[config.mk]
export PLATFORM = sky130hd
export DESIGN_NAME = conv_core
export DESIGN_NICKNAME = d
export VERILOG_FILES = /design/src/rtl/conv_core.sv
export SDC_FILE = /design/constraint.sdc
export NUM_CORES = 1
export LEC_CHECK = 0
export ABC_AREA = 1
export CAP_MARGIN = 30
export CELL_PAD_IN_SITES_DETAIL_PLACEMENT = 1
export CELL_PAD_IN_SITES_GLOBAL_PLACEMENT = 2
export CORE_ASPECT_RATIO = 2
export CORE_UTILIZATION = 35
export DETAILED_ROUTE_END_ITERATION = 10
export PLACE_DENSITY = 0.78
export SLEW_MARGIN = 5
export SYNTH_ARGS = -nofsm -noshare
export SYNTH_HDL_FRONTEND = slang
export SYNTH_SLANG_ARGS = --single-unit
[constraint.sdc]
create_clock -name clk -period 8.5 [get_ports clk]
set_clock_uncertainty 0.05 [all_clocks]
set_input_delay 2.55 -clock clk [delete_from_list [all_inputs] [get_ports clk]]
set_output_delay 2.55 -clock clk [all_outputs]
set_load 0.005 [all_outputs]
[src/rtl/conv_core.sv]
`default_nettype none
//------------------------------------------------------------------------------
// conv_core : streaming 3x3 Gaussian smoothing ([1 2 1;2 4 2;1 2 1] / 16) over
//             raster-order pixels, two internal line buffers, 2-edge latency.
// Revision  : 1.0
//------------------------------------------------------------------------------
module conv_core #(
  parameter int DATA_WIDTH  = 8,
  parameter int KERNEL_SIZE = 3,
  parameter int IMG_WIDTH   = 5,
  parameter int IMG_HEIGHT  = 5
) (
  input  logic                  clk,
  input  logic                  rst_n,
  input  logic [DATA_WIDTH-1:0] pixel_in,
  input  logic                  valid_in,
  output logic [DATA_WIDTH-1:0] conv_out,
  output logic                  valid_out
);

  localparam int CW    = $clog2(IMG_WIDTH);
  localparam int RW    = $clog2(IMG_HEIGHT);
  localparam int ACC_W = DATA_WIDTH + 4;

  generate
    if (KERNEL_SIZE != 3) begin : g_bad_kernel
      $error("conv_core: only KERNEL_SIZE = 3 is supported");
    end
    if ((IMG_WIDTH < 3) || (IMG_HEIGHT < 3)) begin : g_bad_dims
      $error("conv_core: IMG_WIDTH and IMG_HEIGHT must be >= 3");
    end
  endgenerate

  logic [DATA_WIDTH-1:0] r_lb0 [IMG_WIDTH];
  logic [DATA_WIDTH-1:0] r_lb1 [IMG_WIDTH];
  logic [DATA_WIDTH-1:0] r_win [3][3];
  logic [CW-1:0]         r_col;
  logic [RW-1:0]         r_row;
  logic                  r_win_vld;

  logic [DATA_WIDTH-1:0] w_tap0;
  logic [DATA_WIDTH-1:0] w_tap1;
  logic                  w_eol;
  logic                  w_eof;
  logic                  w_in_window;
  logic [ACC_W-1:0]      w_sum;

  assign w_tap0      = r_lb0[IMG_WIDTH-1];
  assign w_tap1      = r_lb1[IMG_WIDTH-1];
  assign w_eol       = (r_col == CW'(IMG_WIDTH - 1));
  assign w_eof       = (r_row == RW'(IMG_HEIGHT - 1));
  assign w_in_window = (r_row >= RW'(2)) && (r_col >= CW'(2));

  // Line buffers are never reset: row gating keeps stale taps out of any valid window.
  always_ff @(posedge clk) begin
    if (valid_in) begin
      r_lb0[0] <= pixel_in;
      r_lb1[0] <= w_tap0;
      for (int i = 1; i < IMG_WIDTH; i++) begin
        r_lb0[i] <= r_lb0[i-1];
        r_lb1[i] <= r_lb1[i-1];
      end
    end
  end

  always_ff @(posedge clk or negedge rst_n) begin
    if (!rst_n) begin
      r_col     <= '0;
      r_row     <= '0;
      r_win_vld <= 1'b0;
      for (int r = 0; r < 3; r++) begin
        for (int c = 0; c < 3; c++) begin
          r_win[r][c] <= '0;
        end
      end
    end else begin
      r_win_vld <= valid_in && w_in_window;
      if (valid_in) begin
        for (int r = 0; r < 3; r++) begin
          r_win[r][0] <= r_win[r][1];
          r_win[r][1] <= r_win[r][2];
        end
        r_win[0][2] <= w_tap1;
        r_win[1][2] <= w_tap0;
        r_win[2][2] <= pixel_in;
        if (w_eol) begin
          r_col <= '0;
          r_row <= w_eof ? '0 : r_row + 1'b1;
        end else begin
          r_col <= r_col + 1'b1;
        end
      end
    end
  end

  assign w_sum = ACC_W'(r_win[0][0])        + ACC_W'(r_win[0][2])
               + ACC_W'(r_win[2][0])        + ACC_W'(r_win[2][2])
               + (ACC_W'(r_win[0][1]) << 1) + (ACC_W'(r_win[1][0]) << 1)
               + (ACC_W'(r_win[1][2]) << 1) + (ACC_W'(r_win[2][1]) << 1)
               + (ACC_W'(r_win[1][1]) << 2);

  always_ff @(posedge clk or negedge rst_n) begin
    if (!rst_n) begin
      conv_out  <= '0;
      valid_out <= 1'b0;
    end else begin
      valid_out <= r_win_vld;
      if (r_win_vld) begin
        conv_out <= DATA_WIDTH'(w_sum >> 4);
      end
    end
  end

endmodule
`default_nettype wire

==> impl_metrics.tcl <==
set metrics [dict create \
    fillers 2287 \
    nNetsFinal 728 \
    io_buffers 19 \
    timing.critical_path.buf_inv 4 \
    route.vias.total 4165 \
    cts_root_buf "clkbuf_16" \
    ys_ff_latch 168 \
    dieArea_um2 22020 \
    worstSetupPathType "reg -> reg" \
    ant_nets 0 \
    final_common_cell "nand2_1" \
    irDropWorstVdd_v 0.0001672 \
    grt_first_pass_wirelength_um 23360 \
    avgSynthCellArea_um2 12.04 \
    grt_overflow_total 0 \
    syn_to_final_growth_pct 14.05 \
    period_needed_ns 4.027 \
    crit_family "adder cells" \
    pin_count 20 \
    grt_max_degree 96 \
    fin_crit_sh_pct 47.38 \
    synth_cells 622 \
    slowest_stage "fa_1" \
    track_usage_pct 13.89 \
    grt_pass1_vias 4794 \
    layout_common_cells "nand2_1, inv_1, dfrtp_1" \
    synth_warnings 0 \
    setup_viol 0 \
    antenna_found_initial 0 \
    fin_ws_ns 4.473 \
    start_util_pct 35.63 \
    cts-resized-gates 0 \
    htree_levels 4 \
    drive_above_1_share_pct 6.212 \
    stdcell_count 929 \
    multi_input_area_um2 2336 \
    slew_viol_final 0 \
    syn_nets 703 \
    route.detailed.drc 0 \
    coreArea_um2 21020 \
    setup_tns_ns 0 \
    tightest_slew_ns 0.8776 \
    clockBufferDepth 2 \
    die_w_um 105.4 \
    synth.yosys.seq_area_share_pct 61.48 \
    p_leak_uw 0.003879 \
    crit_fanout 3 \
    wl_um 13560 \
    vias_per_cell 4.483 \
    cts_inserted_buffers 17 \
    endpoint_kind "flop" \
    max_cap_viol_count 0 \
    cts_hold_buf 0 \
    yosys.cell_types.count 24 \
    die_height_um 208.9 \
    p_per_area_nw_per_um2 366.5 \
    cts_tree "yes" \
    worstSetupStartpointType "flop" \
    routedWlPerCell_um 14.60 \
    path_clk_slew_ns 0.07 \
    placed_cells 896 \
    crit_chain "inv_1 -> fa_1 -> inv_1 -> fa_1 -> fa_1 -> inv_1 -> fa_1 -> nor2_1 -> nand2_1 -> inv_1 -> fa_1 -> nand3_1 -> nand2_1 -> nand3_1 -> nand2_1 -> nand2_1 -> nand3_1 -> nand2_1" \
    slowest_delay_ns 0.56 \
    antenna_cells 0 \
    cp.required_ns 8.82 \
    rsz0062_at_grt "no" \
    clock_sinks 168 \
    arrival_ns 4.35 \
    drt_iter0_markers 186 \
    clk-insertion-delay-late_ns 0.43 \
    rows 75 \
    cts_post_setup_buffers_inserted 0 \
    hpwl_um 9321 \
    max-slew-margin-rel_pct 41.50 \
    fmax_mhz 248.3 \
    gp_congestion 0.7561 \
    outcome "completed" \
    firstDrtPassIters 4 \
    seqCellArea_um2 4604 \
    synth_area_um2 7490 \
    hold_class "reg -> reg" \
    hold_viol 0 \
    place_ws_ns 4.011 \
]
flip-flops by register name, indices dropped and copies added (netlist names):
signal and flops:
r_row 3, r_col 3, r_lb0 40, valid_out 1
conv_out 8, r_win 72, r_win_vld 1, r_lb1 40
cells in the mapped netlist (all sizes together):
master    n  area, µm²
nor2      7      42.54
buf      12      68.82
clkbuf    5      18.77
ha       18      225.2
o22ai     1      6.260
a21oi     5      25.02
nand3    14      70.07
o21ai    68      344.1
fa       52       1041
nand2   143      536.8
dfrtp    88       2202
o21a      1      7.510
o21bai    1      7.510
inv     123      461.7
a211oi    1      7.510
nor3      1      5.000
xnor2     2      17.52
edfxtp   80       2402
report_power, final:
group | internal, µW | switching, µW
clock | 412 | 331
combinational | 549 | 824
sequential | 956 | 58.3
routing by layer:
layer  track usage (%)  vias up  wire length (µm)
met2             24.84       42              7384
met1             15.16     2106              5456
met4             7.091        0               412
li1                  -     1995                 -
met3             3.182       22               307
met5                 0        -                 0
layout make-up:
class | count | area share [%]
Sequential cell | 168 | 53.90
Multi-Input combinational cell | 314 | 27.35
Inverter | 123 | 5.405
Clock buffer | 18 | 5.141
Tap cell | 269 | 3.940
Timing Repair Buffer | 23 | 2.798
Clock inverter | 14 | 1.465
metrics by stage:
step | total power [µW] | hold slack, ns | instance area (µm²) | utilization (%)
5_1_grt | 3434 | 0.3759 | 8542 | 40.64
2_1_floorplan | 2035 | 0.3503 | 7490 | -
3_5_place_dp | 2451 | 0.3551 | 7950 | 37.82
3_3_place_gp | 2382 | 0.3532 | 7950 | 37.82
4_1_cts | 3212 | 0.3675 | 8514 | 40.51
6_report | 3131 | 0.3640 | 8542 | 40.64
final timing paths:
kind / to / cells after the start / slack [ns] / from
max: conv_out[5] / 18 / 4.47 / r_win[3]
max reg2reg: conv_out[5] / 18 / 4.47 / r_win[3]
max in group asynchronous: r_win[0] / 3 / 5.57 / rst_n
min in group asynchronous: r_win[7] / 1 / 1.91 / rst_n
min reg2reg: r_lb0[0][32] / 0 / 0.36 / r_lb0[0][24]
min: r_lb0[0][32] / 0 / 0.36 / r_lb0[0][24]
cell families after synthesis:
family | after synthesis | synth area share [%]
adder cells (fa/ha/maj) | 70 | 16.91
buffers and inverters | 140 | 7.334
AO/OA/AOI/OAI | 77 | 5.313
AND/OR/NAND/NOR | 165 | 8.737
XOR/XNOR | 2 | 0.2339
flip-flops | 168 | 61.48
(Power assumes the default switching activity.)
